<file path="src/rtl/calc_byte_sequencer.sv">
// Byte-level front end for the 32-bit calculator core: assembles a 9-byte
// opcode/operand frame, waits out core latency and streams the 64-bit result back MSB first.
module calc_byte_sequencer #(
  parameter int unsigned CALC_LATENCY = 1,
  parameter logic [7:0]  IDLE_BYTE    = 8'hFF
) (
  input  logic        clk,
  input  logic        rst_n,
  input  logic [7:0]  rx_data,
  input  logic        rx_valid,
  input  logic        frame_abort,
  input  logic        tx_req,
  output logic [7:0]  tx_data,
  output logic        tx_valid,
  output logic [31:0] first_input_number,
  output logic [31:0] second_input_number,
  output logic [1:0]  operation,
  input  logic [63:0] result,
  output logic        busy,
  output logic        result_avail,
  output logic [1:0]  err_flags
);

  localparam int WAIT_W = (CALC_LATENCY < 2) ? 1 : $clog2(CALC_LATENCY + 1);
  localparam logic [WAIT_W-1:0] WAIT_INIT = WAIT_W'(CALC_LATENCY);

  typedef enum logic [1:0] {
    S_IDLE    = 2'd0,
    S_RX_OPS  = 2'd1,
    S_COMPUTE = 2'd2,
    S_READY   = 2'd3
  } state_t;

  state_t            state, state_nxt;
  logic [3:0]        rx_cnt;
  logic [3:0]        tx_cnt;
  logic [WAIT_W-1:0] wait_cnt;
  logic [55:0]       shadow_ops;
  logic [1:0]        shadow_op;
  logic [63:0]       out_buf;

  logic start_frame;
  logic shift_byte;
  logic commit;
  logic abort;
  logic capture;
  logic overrun;

  logic        read_hit;
  logic [63:0] out_shifted;
  logic [7:0]  read_byte;

  // Control FSM: state register
  always_ff @(posedge clk or negedge rst_n) begin
    if (!rst_n) begin
      state <= S_IDLE;
    end else begin
      state <= state_nxt;
    end
  end

  // Next-state and datapath strobes
  always_comb begin
    state_nxt   = state;
    start_frame = 1'b0;
    shift_byte  = 1'b0;
    commit      = 1'b0;
    abort       = 1'b0;
    capture     = 1'b0;
    overrun     = 1'b0;
    case (state)
      S_IDLE: begin
        if (rx_valid) begin
          start_frame = 1'b1;
          state_nxt   = S_RX_OPS;
        end
      end
      S_RX_OPS: begin
        // Abort takes priority; a byte arriving in the same cycle is dropped.
        if (frame_abort) begin
          abort     = 1'b1;
          state_nxt = S_IDLE;
        end else if (rx_valid) begin
          if (rx_cnt == 4'd8) begin
            commit    = 1'b1;
            state_nxt = S_COMPUTE;
          end else begin
            shift_byte = 1'b1;
          end
        end
      end
      S_COMPUTE: begin
        overrun = rx_valid;
        if (wait_cnt == '0) begin
          capture   = 1'b1;
          state_nxt = S_READY;
        end
      end
      S_READY: begin
        if (rx_valid) begin
          start_frame = 1'b1;
          state_nxt   = S_RX_OPS;
        end
      end
      default: state_nxt = S_IDLE;
    endcase
  end

  assign busy         = (state == S_RX_OPS) || (state == S_COMPUTE);
  assign result_avail = (state == S_READY);

  // Frame assembly, core port commit and result capture
  always_ff @(posedge clk or negedge rst_n) begin
    if (!rst_n) begin
      rx_cnt              <= 4'd0;
      wait_cnt            <= '0;
      shadow_ops          <= '0;
      shadow_op           <= 2'b00;
      first_input_number  <= 32'd0;
      second_input_number <= 32'd0;
      operation           <= 2'b00;
      out_buf             <= 64'd0;
      err_flags           <= 2'b00;
    end else begin
      if (start_frame) begin
        shadow_op  <= rx_data[1:0];
        shadow_ops <= '0;
        err_flags  <= {|rx_data[7:2], 1'b0};
        rx_cnt     <= 4'd1;
      end
      if (shift_byte) begin
        shadow_ops <= {shadow_ops[47:0], rx_data};
        rx_cnt     <= rx_cnt + 4'd1;
      end
      if (commit) begin
        first_input_number  <= shadow_ops[55:24];
        second_input_number <= {shadow_ops[23:0], rx_data};
        operation           <= shadow_op;
        wait_cnt            <= WAIT_INIT;
        rx_cnt              <= 4'd0;
      end
      if (abort) begin
        shadow_ops <= '0;
        rx_cnt     <= 4'd0;
      end
      if ((state == S_COMPUTE) && (wait_cnt != '0)) begin
        wait_cnt <= wait_cnt - WAIT_W'(1);
      end
      if (capture) begin
        out_buf <= result;
      end
      if (overrun) begin
        err_flags[0] <= 1'b1;
      end
    end
  end

  // Byte selection: tx_cnt counts bytes already sent, MSB first
  assign read_hit    = (state == S_READY) && (tx_cnt != 4'd8);
  assign out_shifted = out_buf << {tx_cnt[2:0], 3'b000};
  assign read_byte   = out_shifted[63:56];

  // Read response: registered, one cycle after tx_req
  always_ff @(posedge clk or negedge rst_n) begin
    if (!rst_n) begin
      tx_valid <= 1'b0;
      tx_data  <= 8'h00;
      tx_cnt   <= 4'd0;
    end else begin
      tx_valid <= tx_req;
      if (tx_req) begin
        tx_data <= read_hit ? read_byte : IDLE_BYTE;
      end
      if (capture) begin
        tx_cnt <= 4'd0;
      end else if (tx_req && read_hit) begin
        tx_cnt <= tx_cnt + 4'd1;
      end
    end
  end

endmodule

</file>
<file path="config.mk">
export PLATFORM = sky130hd
export DESIGN_NAME = calc_byte_sequencer
export DESIGN_NICKNAME = d
export VERILOG_FILES = /design/src/rtl/calc_byte_sequencer.sv
export SDC_FILE = /design/constraint.sdc
export NUM_CORES = 1
export LEC_CHECK = 0
export CORE_MARGIN = 5
export CORE_UTILIZATION = 57
export DETAILED_ROUTE_END_ITERATION = 8
export PLACE_DENSITY = 0.9
export SYNTH_ARGS = -nofsm -noshare
export SYNTH_HDL_FRONTEND = slang
export SYNTH_SLANG_ARGS = --single-unit
</file>
<file path="constraint.sdc">
create_clock -name clk -period 4.4 [get_ports clk]
set_input_delay 0.88 -clock clk [delete_from_list [all_inputs] [get_ports clk]]
set_output_delay 0.88 -clock clk [all_outputs]
set_load 0.02 [all_outputs]
</file>
Yosys cells after proc, flatten, opt, wreduce, memory -nomap -nowiden
Cells that the tools add are included.
Operators by class
  add/sub/neg operators: 3
  equality and inequality tests: 9
  shift-type cells: 1
  mux-type cells: 35
  reductions and logical operators: 13
Operators with widths (count)
  2-to-1 mux 56 bit: 3
  left shift 64 x 6 -> 64 bit: 1
  2-to-1 mux 4 bit: 6
  2-to-1 mux 1 bit: 19
  2-to-1 mux 2 bit: 5
  adder 4 x 1 -> 4 bit, second input constant: 2
  2-to-1 mux 8 bit: 1
  inequality test 3 bit, second input constant: 2
  one-hot mux 2 bit (3 select lines): 1
  nonzero test 2 bit: 3
  OR reduction 6 bit: 1
  == test 2 bit, second input constant: 2
  == test 4 bit, second input constant: 1
  inequality test 4 bit, second input constant: 1
  AND reduction 4 bit: 1
  nonzero test 4 bit: 1
  logical AND 1 bit: 3
  nonzero test 3 bit: 1
  == test 2 x 1 -> 1 bit, second input constant: 1
  logical NOT 2 bit: 1
  inequality test 2 x 1 -> 1 bit, second input constant: 1
  inequality test 2 bit, second input constant: 1
  OR reduction 2 bit: 1
  logical OR 1 bit: 1
  subtractor 1 bit, second input constant: 1
Storage, ports and cells
  register bits after elaboration: 210
  bits of input ports: 77
  output and inout port bits: 79
  logic and storage cells: 75

Depth between registers and ports, before layout
  depth in word-level cells: 8
  mapped depth: 8
  depth with buffers taken out: 6

Least setup slack after synthesis
OpenSTA, ideal clock, no wires.
  kind: input to register
  from: in frame_abort
  to: reg first_input_number[10]
  setup time: 127 ps
  data arrival time: 1913 ps
  data required time: 4273 ps
  setup slack: 2360 ps
  cell stages on the path: 5
  buffers on the path: 2
  cells stage by stage: nand3b_2 -> nor2b_4 -> buf_6 -> buf_6 -> mux2_1
On the way
  cells in the longest elaborated chain, start to end: 2
RTL lines
  from (decl): RTL line 11  | input logic frame_abort,
  2-to-1 mux 1 bit: RTL line 80  | if (frame_abort) begin
  2-to-1 mux 1 bit: RTL line 71  | case (state)
  to (signal assigned): RTL line 136  | first_input_number <= shadow_ops[55:24];
  to (decl): RTL line 15  | output logic [31:0] first_input_number,
Every way passes these cells.
A chain may end at the register's enable or synchronous reset.

Worst setup path after layout
  from: reg state[0]
  to: out busy
On the way
  cells in the longest elaborated chain, start to end: 2
  elaborated cells on any way between the ends: 3
  classes of those cells: 2 x eq/ne; 1 x reduce/logical
RTL lines
  from (decl): RTL line 34  | state_t state, state_nxt;
  from (signal assigned): RTL line 58  | state <= state_nxt;
  == test 2 x 1 -> 1 bit or == test 2 bit (tied branches): RTL line 109  | assign busy = (state == S_RX_OPS) || (state == S_COMPUTE);
  logical OR 1 bit *: RTL line 109
  to (decl): RTL line 19  | output logic busy,
Every way passes the cells marked *; elsewhere a longest branch is shown, timed or not.

==> load_flow_metrics.sql <==
INSERT INTO impl_metrics (metric_group, metric, value, unit) VALUES
('status', 'status', 'finished clean', ''),
('clock_tree', 'maximum_number_of_buffers_from_clock_root_to_sink', '3', ''),
('critical_path', 'crit_path_max_incr_delay', '620', 'ps'),
('clock_tree', 'cts.htree.levels', '1', ''),
('yosys', 'async_flop_share', '100.0', '%'),
('pwr', 'power_leakage', '4.889', 'nW'),
('yosys', 'yosysUniqueCellTypes', '44', ''),
('yosys', 'postSynth.topFlopCell', 'dfrtp_1', ''),
('critical_path', 'path_max_fanout', '4', ''),
('clock_tree', 'cts_hold_bufs', '0', ''),
('yosys', 'syn_area', '8685', 'um2'),
('grt', 'grt.overflow.total', '0', ''),
('yosys', 'syn-instance-count', '681', ''),
('die', 'ios', '156', ''),
('final_layout', 'layout_fillers', '945', ''),
('sta', 'number_of_max_slew_violations_in_the_final_report', '0', ''),
('final_layout', 'design.final.nets', '911', ''),
('final_layout', 'layout.core_utilization', '73.46', '%'),
('sta', 'layout_worst_path_cycle_share', '65.61', '%'),
('final_layout', 'mostFrequentLayoutCell', 'dfrtp_1', ''),
('yosys', 'yosys_warnings', '0', ''),
('die', 'die_width', '133.4', 'um'),
('routing', 'routed_via_density', '5.684', ''),
('final_layout', 'layout-drive-gt1-share', '19.69', '%'),
('clock_tree', 'cts_resized', '0', ''),
('die', 'floorplan.rows', '45', ''),
('routing', 'route.vias.total', '5832', ''),
('job', 'max_cap_viol_count', '0', ''),
('grt', 'largest_net_degree_at_the_start_of_global_routing', '117', ''),
('grt', 'grt_pass1_vias', '6418', ''),
('sta', 'setup_viol_count_final', '0', ''),
('critical_path', 'sequence_of_cells_on_the_critical_path', 'inv_1 -> ha_1 -> inv_1 -> clkdlybuf4s50_1', ''),
('sta', 'rsz0062_at_grt', 'false', ''),
('critical_path', 'crit_top_cell', 'inv_1', ''),
('placed_design', 'numPortBuffers', '155', ''),
('die', 'placeableCoreArea', '15090', 'um2'),
('sta', 'finalHoldViolations', '0', ''),
('critical_path', 'crit_slowest_cell', 'clkdlybuf4s50_1', ''),
('routing', 'drt_iter0_markers', '535', ''),
('final_layout', 'layout.area.seq', '5255', 'um2'),
('yosys', 'postSynthNetCount', '765', ''),
('placed_design', 'gpl.final_weighted_congestion', '0.8784', ''),
('sta', 'minimum_clock_period_after_layout', '2887', 'ps'),
('yosys', 'synth_sequential_area_ratio', '60.51', '%'),
('grt', 'first_pass_grt_wire_length', '32.87', 'mm'),
('routing', 'wire_per_inst', '19.38', 'um'),
('critical_path', 'worst_ep_required_time', '3520', 'ps'),
('sta', 'fin_worst_skew', '10.13', 'ps'),
('yosys', 'yosys_register_bits', '210', ''),
('critical_path', 'setup_crit_start_kind', 'flop', ''),
('sta', 'timing.slew.headroom', '32.67', '%'),
('grt', 'antenna_violations_before_repair', '0', ''),
('final_layout', 'layout.cells.most_common_list', '210 x dfrtp_1, 154 x clkdlybuf4s50_1, 128 x nand2_1, 111 x mux2_2, 46 x o21ai_0', ''),
('pwr', 'power-per-cell-area', '565.2', 'nW/um2'),
('yosys', 'synth_enable_flop_cells', '0', ''),
('pwr', 'max-vdd-ir-drop', '0.0002870', 'V'),
('die', 'floorplan.die_area', '17800', 'um2'),
('grt', 'grt.total_usage', '22.65', '%'),
('die', 'chipHeight', '133.4', 'um'),
('clock_tree', 'clock_tree_from_tritoncts', 'yes', ''),
('clock_tree', 'later_pin_clock_latency_in_the_skew_report', '490', 'ps'),
('routing', 'post-route-drc-count', '0', ''),
('routing', 'ant_nets', '0', ''),
('clock_tree', 'clock_sink_count', '210', ''),
('routing', 'routed_wl', '19.88', 'mm'),
('sta', 'fin_setup_tns', '0', 'ps'),
('final_layout', 'area_of_the_multi_input_gates', '3172', 'um2'),
('placed_design', 'dp_hpwl', '13.26', 'mm'),
('clock_tree', 'postCtsSetupRepairBufs', '0', ''),
('sta', 'fmax', '346.4', 'MHz'),
('critical_path', 'worst_setup_path_end_kind', 'primary output', ''),
('die', 'initial_utilization', '57.55', '%'),
('routing', 'detailedRoute.firstPassIterationCount', '4', ''),
('worst_hold_path', 'min-delay-path-class', 'primary input to async pin', ''),
('final_layout', 'flow.area_growth_from_synthesis', '27.63', '%'),
('critical_path', 'worstPathArrival', '2010', 'ps'),
('clock_tree', 'numCtsBuffers', '22', ''),
('final_layout', 'antenna_cells', '0', ''),
('sta', 'pin_slew_with_the_least_headroom_to_its_limit', '1010', 'ps'),
('yosys', 'syn_avg_cell_area', '12.75', 'um2'),
('clock_tree', 'clkSlewWorstSetupHoldPaths', '60', 'ps'),
('critical_path', 'worst-r2r-cell-count', '5', ''),
('clock_tree', 'cts_root_buf', 'clkbuf_16', ''),
('critical_path', 'timing_worst_setup_path_type', 'flop to primary output', '');
metrics by stage:
stage               setup WS, ps  instances  total power, mW  hold WS [ps]  instance area [um2]
CTS                         1477       1026            6.321         356.1                11080
detailed placement          1479        991            4.390         476.0                10340
global route                1431       1026            6.584         373.9                11080
global placement            1552        991            4.273         468.5                10340
finish                      1513       1026            6.265         352.2                11080
floorplan                   2360        681            3.833         458.5                 8685
sequential cells by signal (all words and copies together) (netlist names):
signal	flops
out_buf	64
shadow_ops	56
first_input_number	32
second_input_number	32
tx_data	8
rx_cnt	4
tx_cnt	4
err_flags	2
operation	2
shadow_op	2
state	2
tx_valid	1
wait_cnt	1
kinds of logic (layout without fill, tap and decap cells):
kind of cell             Yosys count  in the layout  share of synthesized area [%]
multiplexers                     159            159                          21.50
AND/OR/NAND/NOR                  161            161                          7.665
adder cells (fa/ha/maj)            7              7                          1.008
XOR/XNOR                           3              3                         0.3026
flip-flops                       210            210                          60.51
AO/OA/AOI/OAI                     89             89                          5.907
buffers and inverters             52            209                          3.112
final cells by class:
type | count | area share, %
multi-input combinational | 419 | 28.61
inverter | 11 | 0.3725
clock inverter | 4 | 0.8579
timing repair buffer | 163 | 14.80
tap | 188 | 2.122
sequential | 210 | 47.41
clock buffer | 31 | 5.825
synth_stat cells (8+ instances only):
cell | instances | area (um2)
o21ai_0 | 46 | 230.2
mux2_1 | 29 | 326.6
inv_1 | 11 | 41.29
nand2_1 | 128 | 480.5
mux2i_1 | 11 | 110.1
mux2_2 | 111 | 1250
clkbuf_1 | 9 | 33.78
mux4_2 | 8 | 180.2
nor2_1 | 12 | 45.04
nor3_1 | 9 | 45.04
o21ai_1 | 14 | 70.07
dfrtp_1 | 210 | 5255
buf_2 | 24 | 120.1
worst max-delay path: cells and delay by family (launching register included):
family | cells | cell delay [ps]
fa+ha+maj | 1 | 350
buf+inv | 3 | 810
flops | 1 | 370
worst paths after layout:
kind	from	endpoint	slack, ps
max	state[0]$_DFFE_PN0P_	busy	1510
min	rst_n	out_buf[1]$_DFFE_PN0P_	350
max reg2reg	tx_cnt[0]$_DFFE_PN0P_	tx_data[7]$_DFFE_PN0P_	1870
min reg2reg	first_input_number[22]$_DFFE_PN0P_	first_input_number[22]$_DFFE_PN0P_	480
max in group asynchronous	rst_n	second_input_number[15]$_DFFE_PN0P_	3010
min in group clk	first_input_number[22]$_DFFE_PN0P_	first_input_number[22]$_DFFE_PN0P_	480
metal layers:
metal	GRT usage, %	share of wire, %
met3	4.872	5.9
met5	0	0
met4	6.571	2.5
met2	38.12	50
met1	29.99	41
report_power, final:
part / internal [mW] / switching, mW / total (mW)
Sequential: 2.36 / 0.322 / 2.68
Clock: 1.19 / 0.707 / 1.89
Combinational: 0.866 / 0.821 / 1.69
Note: power is estimated with default switching activity, not from simulation.
